`src/rtl/decim_pkg.sv`:
```
// Shared types and default constants for the decimation scheduler.
package decim_pkg;
  localparam int DEF_NUM_CH          = 4;
  localparam int DEF_DATA_BITS       = 17;
  localparam int DEF_DECIMATION_NUM  = 32;
  localparam int DEF_DECIMATION_BITS = 5;

  typedef enum logic [1:0] {IDLE, RUN, DRAIN} state_t;
  typedef logic [DEF_DECIMATION_BITS-1:0] phase_t;
endpackage

```
`src/rtl/decim_sched_rr_arbiter.sv`:
```
// One-hot channel arbiter. DECIM_SCHED_RR_EN selects round-robin from a
// start pointer; otherwise the lowest requesting index wins.
module rr_arbiter #(
  parameter int NUM_CH  = 4
`ifdef DECIM_SCHED_RR_EN
  , parameter int CH_BITS = 2
`endif
) (
  input  logic [NUM_CH-1:0]  i_req,
  input  logic               i_en,
`ifdef DECIM_SCHED_RR_EN
  input  logic [CH_BITS-1:0] i_ptr,
`endif
  output logic [NUM_CH-1:0]  o_grant
);
`ifdef DECIM_SCHED_RR_EN
  logic [CH_BITS-1:0] w_idx;
  logic               w_found;

  always_comb begin
    o_grant = '0;
    w_found = 1'b0;
    w_idx   = '0;
    for (int i = 0; i < NUM_CH; i++) begin
      w_idx = i_ptr + CH_BITS'(i);
      if (i_en && !w_found && i_req[w_idx]) begin
        o_grant[w_idx] = 1'b1;
        w_found        = 1'b1;
      end
    end
  end
`else
  always_comb begin
    o_grant = '0;
    for (int i = NUM_CH - 1; i >= 0; i--) begin
      if (i_en && i_req[i]) begin
        o_grant    = '0;
        o_grant[i] = 1'b1;
      end
    end
  end
`endif
endmodule

```
`src/rtl/decim_sched.sv`:
```
// Multi-channel decimation scheduler: arbitrates channel samples into one
// decimated output stream. Arbitration mode set by DECIM_SCHED_RR_EN.
module decim_sched
  import decim_pkg::*;
#(
  parameter int NUM_CH          = DEF_NUM_CH,
  parameter int CH_BITS         = $clog2(NUM_CH),
  parameter int DATA_BITS       = DEF_DATA_BITS,
  parameter int DECIMATION_NUM  = DEF_DECIMATION_NUM,
  parameter int DECIMATION_BITS = $clog2(DECIMATION_NUM)
) (
  input  logic                        i_clk,
  input  logic                        i_rst,
  input  logic                        i_enable,
  input  logic [DECIMATION_BITS-1:0]  i_cfg_ratio,
  input  logic [NUM_CH-1:0]           i_ch_valid,
  input  logic [NUM_CH*DATA_BITS-1:0] i_ch_data,
  output logic [NUM_CH-1:0]           o_ch_grant,
  output logic                        o_out_valid,
  output logic [CH_BITS-1:0]          o_out_ch,
  output logic [DATA_BITS-1:0]        o_out_data,
  input  logic                        i_out_ready,
  output logic                        o_busy
);
  state_t                                   r_state;
  logic [DECIMATION_BITS-1:0]               r_ratio;
  logic [NUM_CH-1:0][DECIMATION_BITS-1:0]   r_phase;
  logic                                     r_out_valid;
  logic [CH_BITS-1:0]                       r_out_ch;
  logic [DATA_BITS-1:0]                     r_out_data;

  logic [NUM_CH-1:0]    w_grant;
  logic                 w_en;
  logic                 w_any;
  logic                 w_emit;
  logic [CH_BITS-1:0]   w_gidx;
  logic [DATA_BITS-1:0] w_data;

  // Grant only while running, still enabled, and the output slot can take a sample.
  assign w_en = (r_state == RUN) && i_enable && (!r_out_valid || i_out_ready);

`ifdef DECIM_SCHED_RR_EN
  logic [CH_BITS-1:0] r_ptr;

  rr_arbiter #(.NUM_CH(NUM_CH), .CH_BITS(CH_BITS)) u_arb (
    .i_req(i_ch_valid), .i_en(w_en), .i_ptr(r_ptr), .o_grant(w_grant)
  );

  always_ff @(posedge i_clk or negedge i_rst) begin
    if (!i_rst)                               r_ptr <= '0;
    else if (r_state == IDLE && i_enable)     r_ptr <= '0;
    else if (w_any)
      r_ptr <= (w_gidx == CH_BITS'(NUM_CH - 1)) ? '0 : w_gidx + 1'b1;
  end
`else
  rr_arbiter #(.NUM_CH(NUM_CH)) u_arb (
    .i_req(i_ch_valid), .i_en(w_en), .o_grant(w_grant)
  );
`endif

  always_comb begin
    w_gidx = '0;
    for (int i = 0; i < NUM_CH; i++)
      if (w_grant[i]) w_gidx = CH_BITS'(i);
  end

  assign w_any  = |w_grant;
  assign w_data = i_ch_data[w_gidx*DATA_BITS +: DATA_BITS];
  // Ratio 0 makes ratio-1 all ones, giving the full 2^DECIMATION_BITS wrap.
  assign w_emit = w_any && (r_phase[w_gidx] == r_ratio - 1'b1);

  always_ff @(posedge i_clk or negedge i_rst) begin
    if (!i_rst) begin
      r_state     <= IDLE;
      r_ratio     <= '0;
      r_phase     <= '0;
      r_out_valid <= 1'b0;
      r_out_ch    <= '0;
      r_out_data  <= '0;
    end else begin
      if (r_out_valid && i_out_ready) r_out_valid <= 1'b0;
      case (r_state)
        IDLE: if (i_enable) begin
          r_state <= RUN;
          r_ratio <= i_cfg_ratio;
          r_phase <= '0;
        end
        RUN: if (!i_enable) begin
          r_state <= DRAIN;
        end else if (w_any) begin
          if (w_emit) begin
            r_phase[w_gidx] <= '0;
            r_out_valid     <= 1'b1;
            r_out_ch        <= w_gidx;
            r_out_data      <= w_data;
          end else begin
            r_phase[w_gidx] <= r_phase[w_gidx] + 1'b1;
          end
        end
        DRAIN: if (!r_out_valid) r_state <= IDLE;
        default: r_state <= IDLE;
      endcase
    end
  end

  assign o_ch_grant  = w_grant;
  assign o_out_valid = r_out_valid;
  assign o_out_ch    = r_out_ch;
  assign o_out_data  = r_out_data;
  assign o_busy      = (r_state != IDLE);
endmodule

```
`config.mk`:
```
export PLATFORM = sky130hd
export DESIGN_NAME = decim_sched
export DESIGN_NICKNAME = d
export VERILOG_FILES = /design/src/rtl/decim_pkg.sv /design/src/rtl/decim_sched_rr_arbiter.sv /design/src/rtl/decim_sched.sv
export SDC_FILE = /design/constraint.sdc
export NUM_CORES = 1
export LEC_CHECK = 0
export ABC_AREA = 1
export CAP_MARGIN = 20
export CORE_ASPECT_RATIO = 0.75
export CORE_UTILIZATION = 30
export DETAILED_ROUTE_END_ITERATION = 6
export HOLD_SLACK_MARGIN = 0.12
export SETUP_SLACK_MARGIN = 0.4
export SLEW_MARGIN = 25
export SYNTH_ARGS = -nofsm -noshare
export SYNTH_HDL_FRONTEND = slang
export SYNTH_SLANG_ARGS = --single-unit
```
`constraint.sdc`:
```
create_clock -name i_clk -period 3.2 [get_ports i_clk]
set_input_delay 0.64 -clock i_clk [delete_from_list [all_inputs] [get_ports i_clk]]
set_output_delay 0.64 -clock i_clk [all_outputs]
set_load 0.1 [all_outputs]
```
==> flow_summary.json, run 1 <==
{
  "status": "complete, no violations",
  "wire_per_inst_um": 14.32,
  "fmaxAchievable_ghz": 0.3779,
  "multi_input_area_um2": 1993,
  "vias": 3755,
  "cts_made_buffers": 5,
  "die_h_um": 92.25,
  "slew_viol_final": 0,
  "diodes": 0,
  "top_layer_used": "met4",
  "synth.avg_cell_area_um2": 6.774,
  "fin_area_um2": 5164,
  "core_um2": 10410,
  "yosys_warnings": 0,
  "cp.required_ns": 3.43,
  "grt_use_total_pct": 20.10,
  "syn_inst": 481,
  "areaGrowthSynthToFinish_pct": 58.49,
  "worst_pin_slew_ns": 0.4585,
  "p_per_area_nw_per_um2": 527.5,
  "register_area_um2": 1177,
  "met3RoutedLength_um": 625,
  "rsz0062_at_grt": "no",
  "critPathMostFrequentCell": "buf_4",
  "post_dp_cell_area_um2": 4671,
  "io_buffers": 105,
  "initial_utilization_pct": 31.30,
  "layout_min_cycle_time_ns": 2.647,
  "finalSetupViolCount": 0,
  "critical_path_class": "in2reg",
  "final_cell_mix": "113 x nand2_1, 87 x nor2_1, 73 x clkdlybuf4s50_1",
  "drt_wl_total_um": 10970,
  "setup_slack_ns": 0.5535,
  "timing.final.crit_share_pct": 82.70,
  "post-dp-hpwl_um": 8310,
  "vdd_drop_max_v": 0.0003792,
  "grt_pass1_vias": 3510,
  "cts.clk_slew.worst_paths_ns": 0.07,
  "leakage_nw": 2.466,
  "ys_ff_latch": 47,
  "clock_sinks": 47,
  "placementRows": 32,
  "hold_viol": 0,
  "yosysSeqAreaShare_pct": 36.10,
  "final_common_cell": "nand2_1",
  "grt_start_max_net_pins": 36,
  "die_width_um": 122.3,
  "postRouteAntennaNets": 0,
  "critical-path-max-stage-delay_ns": 0.25,
  "finalClockSkew_ns": 0.006973,
  "grt_pass1_wl_um": 17730,
  "cp_cell_sequence": "dlygate4sd2_1 > nand3_2 > nor2_4 > buf_4 > buf_4 > nand4_2 > nand2_4 > nand3_2 > nand2_2 > buf_4 > ha_4 > nand2_1 > o21bai_1 > nand2_2 > o21ai_0 > nand3_1 > nand2_1",
  "grt_antenna_before_repair": 0,
  "worstPathArrival_ns": 2.88,
  "timing.hold.ws_ns": 0.2867,
  "end_kind": "register",
  "yosysUniqueCellTypes": 32,
  "io_pins": 106,
  "grt_overflow": 0,
  "route.met2.wl_um": 5092,
  "cp_top_family": "simple AND/OR/NAND/NOR gates",
  "maxCapViolCount": 0,
  "crit_fanout": 6,
  "relSlewSlack_pct": 69.43,
  "hold_path.class": "in2async",
  "gp_congestion": 0.8880,
  "drt_iter0_drc": 227,
  "fill_cells": 999,
  "start_kind": "primary input",
  "dpl_worst_slack_ns": -0.07192,
  "worst-path-buf-inv": 4,
  "drc": 0,
  "met1_length_um": 5076,
  "drive_gt1_share_pct": 23.02,
  "nNetsFinal": 712,
  "clk_latency_ns": 0.29,
  "first_pass_iters": 5,
  "synth_area_um2": 3258,
  "via_per_inst": 4.902,
  "clock_path_buffers": 2,
  "cts_tree": "built",
  "cp_slowest_cell": "dlygate4sd2_1",
  "dieArea_um2": 11290,
  "postCtsHoldBufs": 0,
  "root_buffer": "clkbuf_16",
  "cts_max_level": 2,
  "syn-num-nets": 564
}
state kept, by name (all words and copies together) (netlist names):
signal	count
r_phase	20
o_out_data	17
r_ratio	5
o_out_ch	2
r_state	2
o_out_valid	1
Yosys cell counts (all sizes together):
cell type | instances | area, um2
o2111ai | 2 | 23.77
xnor2 | 3 | 26.28
a21oi | 22 | 110.1
o22a | 17 | 148.9
nor3 | 1 | 16.27
xor2 | 2 | 17.52
nand3 | 21 | 115.1
clkinv | 2 | 7.510
dfrtp | 47 | 1176
inv | 38 | 142.6
mux2 | 1 | 11.26
clkbuf | 12 | 45.04
nor2 | 97 | 399.1
ha | 2 | 25.02
nand3b | 1 | 7.510
o21ai | 58 | 290.3
nand4 | 9 | 68.81
o21bai | 4 | 30.03
buf | 9 | 70.06
o211ai | 1 | 12.51
o31ai | 1 | 7.510
nand2 | 131 | 506.7
through the flow:
| step | util (%) | total power (W) | TNS (ns) | std cells |
|---|---|---|---|---|
| after floorplan | - | 0.001725 | 0 | 481 |
| after global placement | 44.87 | 0.002131 | -0.007392 | 740 |
| after detailed placement | 44.87 | 0.002142 | -0.1667 | 740 |
| after CTS | 47.03 | 0.002692 | 0 | 754 |
| after global routing | 49.60 | 0.002849 | 0 | 766 |
| final | 49.60 | 0.002724 | 0 | 766 |
path summary, 6_finish.rpt:
path / from / endpoint / slack [ns] / depth (start not counted)
max in group asynchronous: i_rst / r_phase[10] / 2.14 / 2
hold reg to reg: r_phase[19] / r_phase[19] / 0.48 / 2
setup / recovery: i_enable / r_phase[9] / 0.55 / 17
hold / removal: i_rst / o_out_data[7] / 0.29 / 1
setup reg to reg: r_state[1] / r_phase[9] / 0.68 / 17
min in group i_clk: r_phase[19] / r_phase[19] / 0.48 / 2
layout make-up:
class	count	area share (%)
Tap cell	136	3.295
Timing Repair Buffer	162	29.46
Sequential cell	47	22.80
Inverter	40	2.980
Multi-Input combinational cell	373	38.60
Clock inverter	3	0.4362
Clock buffer	5	2.423
worst reg2reg max path, cell delays in order, from the launching register on:
cell and delay [ns]:
dfrtp_1 0.43, inv_1 0.08, nand3_2 0.07, nor2_4 0.14, buf_4 0.14, buf_4 0.10
nand4_2 0.11, nand2_4 0.13, nand3_2 0.10, nand2_2 0.09, buf_4 0.13, ha_4 0.17
nand2_1 0.09, o21bai_1 0.20, nand2_2 0.12, o21ai_0 0.21, nand3_1 0.09, nand2_1 0.08
where the power goes:
group          switching, W  total [W]  internal, W
clock network      0.000242   0.000536     0.000294
logic              0.000989    0.00140     0.000412
registers         0.0000730   0.000787     0.000714
total               0.00130    0.00272      0.00142
what timing repair did:
item,4_1_cts,5_1_grt
endpoints found under the hold margin,0,0
gates resized for setup,12,44
setup endpoints to repair,38,42
buffers inserted,6,12
pin swaps,3,20
gates cloned,0,0
routing by layer:
metal / up-vias / track usage [%]
met1: 1764 / 27.55
met5: - / 0
met4: 0 / 5.691
met2: 120 / 32.02
met3: 12 / 3.669
li1: 1859 / -
logic make-up (layout without fill, tap and decap cells):
logic type	Yosys count	count (layout)	share of synthesized area (%)
simple gates	260	260	34.18
compound gates	105	105	19.12
buf+inv	61	210	8.141
flops	47	47	36.10
xor+xnor	5	5	1.344
fa+ha+maj	2	2	0.7679
mux	1	1	0.3456
Note: power is estimated with default switching activity, not from simulation.
==> inputs of run 2 (changes only) <==
==> constraint.sdc (replaced) <==
create_clock -name i_clk -period 2.1 [get_ports i_clk]
set_input_delay 0.42 -clock i_clk [delete_from_list [all_inputs] [get_ports i_clk]]
set_output_delay 0.42 -clock i_clk [all_outputs]
set_load 0.1 [all_outputs]
==> flow_summary.json, run 2 (same netlist as run 1, synthesis figures left out) <==
{
  "status": "complete, but fails checks",
  "violations": "setup timing",
  "multi_input_area_um2": 2090,
  "worst_pin_slew_ns": 0.6105,
  "first_pass_iters": 6,
  "hold_path.class": "in2async",
  "wire_per_inst_um": 15.61,
  "met3_usage_pct": 3.172,
  "cts.clk_slew.worst_paths_ns": 0.07,
  "initial_utilization_pct": 31.30,
  "leakage_nw": 2.707,
  "vdd_drop_max_v": 0.0007184,
  "io_buffers": 105,
  "drive_gt1_share_pct": 31.29,
  "die_h_um": 92.25,
  "clkPwrFrac_pct": 20.7,
  "met1_usage_pct": 29.59,
  "root_buffer": "clkbuf_16",
  "drt_wl_total_um": 12550,
  "layout_min_cycle_time_ns": 2.595,
  "largest_register_ffs": 20,
  "reg2reg_from": "o_out_valid",
  "reg2reg_slack_ns": -0.49,
  "diodes": 0,
  "setup_slack_ns": -0.4949,
  "grt_antenna_before_repair": 0,
  "io_pins": 106,
  "cp.required_ns": 2.33,
  "areaGrowthSynthToFinish_pct": 76.34,
  "use_met2_pct": 37.17,
  "slew_viol_final": 0,
  "p_per_area_nw_per_um2": 770.0,
  "nNetsFinal": 751,
  "drt_iter0_drc": 255,
  "power_frac_comb_pct": 52.0,
  "p_int_w": 0.002376,
  "seq_power_share_pct": 27.3,
  "rr_worst_depth": 19,
  "grt_overflow": 0,
  "power_switching_w": 0.002048,
  "placementRows": 32,
  "dieArea_um2": 11290,
  "die_width_um": 122.3,
  "tns_ns": -18.13,
  "cts_made_buffers": 5,
  "rsz0062_at_grt": "yes",
  "gp_congestion": 0.8565,
  "core_um2": 10410,
  "worstPathArrival_ns": 2.82,
  "critical_path_class": "reg2reg",
  "final_cell_mix": "108 x nand2_1, 90 x buf_4, 81 x nor2_1",
  "dpl_worst_slack_ns": -0.8877,
  "finalClockSkew_ns": 0.009539,
  "rr_endpoint": "r_phase[19]",
  "final_common_cell": "nand2_1",
  "finalSetupViolCount": 43,
  "fill_cells": 918,
  "hold_viol": 0,
  "vias": 4007,
  "grt_pass1_wl_um": 19480,
  "register_area_um2": 1180,
  "dpl.cell_count": 756,
  "crit_fanout": 6,
  "end_kind": "register",
  "postCtsHoldBufs": 0,
  "busiest_layer": "met2",
  "grt_pass1_vias": 3851,
  "via_per_inst": 4.984,
  "postRouteAntennaNets": 0,
  "start_kind": "register",
  "cts_max_level": 2,
  "clock_path_buffers": 2,
  "timing.hold.ws_ns": 0.2295,
  "instances_no_fill": 804,
  "clk_latency_ns": 0.29,
  "cts_tree": "built",
  "maxCapViolCount": 0,
  "timing.final.crit_share_pct": 123.6,
  "fmaxAchievable_ghz": 0.3854,
  "clock_sinks": 47,
  "post-dp-hpwl_um": 8126,
  "largest-register": "r_phase",
  "grt_use_total_pct": 22.04,
  "swShare_pct": 46.29,
  "relSlewSlack_pct": 59.30,
  "grt_start_max_net_pins": 48,
  "drc": 0
}
run 2: cell types whose count changed in the layout (fill, tap and decap cells not counted), moves of 6 or more:
cell,previous run,this run
o21ai_0,58,47
buf_4,72,90
buf_6,3,16
nor2_1,87,81
o21ai_2,0,7
run 2: worst max-delay path by stage:
| stage | slack (ns) | from | to | depth (start not counted) |
|---|---|---|---|---|
| after detailed placement | -0.89 | i_enable | r_phase[3] | 18 |
| after global placement | -0.78 | i_ch_valid[2] | r_phase[4] | 17 |
| final | -0.49 | o_out_valid | r_phase[19] | 19 |
| after CTS | -0.33 | o_out_valid | o_out_data[3] | 19 |
| after floorplan | -0.33 | o_out_valid | o_out_data[0] | 12 |
| after global routing | -0.64 | o_out_valid | r_phase[17] | 19 |
run 2: repair_timing:
item | in CTS | in global routing
endpoints found under the hold margin | 0 | 0
gates cloned | 5 | 2
resized for setup | 56 | 45
endpoints found under the setup margin | 44 | 45
pin swaps | 22 | 17
buffers inserted | 23 | 11
run 2: power by group through the flow:
stage / registers (W) / logic [W] / clock network, W
CTS: 0.00120 / 0.00222 / 0.000932
finish: 0.00121 / 0.00230 / 0.000916
global placement: 0.00121 / 0.00207 / 0
detailed placement: 0.00121 / 0.00208 / 0
global route: 0.00123 / 0.00242 / 0.000963
floorplan: 0.00210 / 0.000545 / 0
run 2: stage by stage:
step | utilization, % | total power (W) | cell area [um2]
6_report | 55.19 | 0.004424 | 5746
5_1_grt | 55.19 | 0.004608 | 5746
3_3_place_gp | 46.56 | 0.003277 | 4847
2_1_floorplan | - | 0.002644 | 3351
4_1_cts | 52.88 | 0.004357 | 5505
3_5_place_dp | 46.56 | 0.003298 | 4847
run 2: critical path: stages (launching register included):
cell,delay (ns)
dfrtp_4,0.49
inv_2,0.06
nor2_2,0.04
nor2_4,0.20
o211ai_4,0.16
buf_4,0.17
buf_6,0.10
nand2_1,0.09
nand3_2,0.13
nand2_2,0.10
nand2_1,0.06
nand2_2,0.10
nor2_4,0.05
buf_4,0.14
nand3_4,0.10
nand2_2,0.07
buf_4,0.15
o21bai_4,0.17
nand2_1,0.08
nand2_1,0.06
run 2: metal layers:
layer / routed length [um] / up-vias
li1: - / 1951
met1: 5558 / 1906
met3: 555 / 30
met2: 6163 / 120
met4: 277 / 0
met5: 0 / -
run 2: final cells by class:
cell class	instances	share of cell area [%]
sequential	47	20.54
inverter	40	2.700
clock buffer	5	2.178
tap	136	2.962
timing repair buffer	201	34.60
clock inverter	2	0.6533
multi-input combinational	373	36.37
==> inputs of run 3 (changes only) <==
--- a/config.mk
+++ b/config.mk
@@ -6,7 +6,6 @@
 export NUM_CORES = 1
 export LEC_CHECK = 0
 export ABC_AREA = 1
-export CAP_MARGIN = 20
 export CORE_ASPECT_RATIO = 0.75
 export CORE_UTILIZATION = 30
 export DETAILED_ROUTE_END_ITERATION = 6
==> results of run 3 <==
Final layout, timing and power as in run 2 (identical DEF).
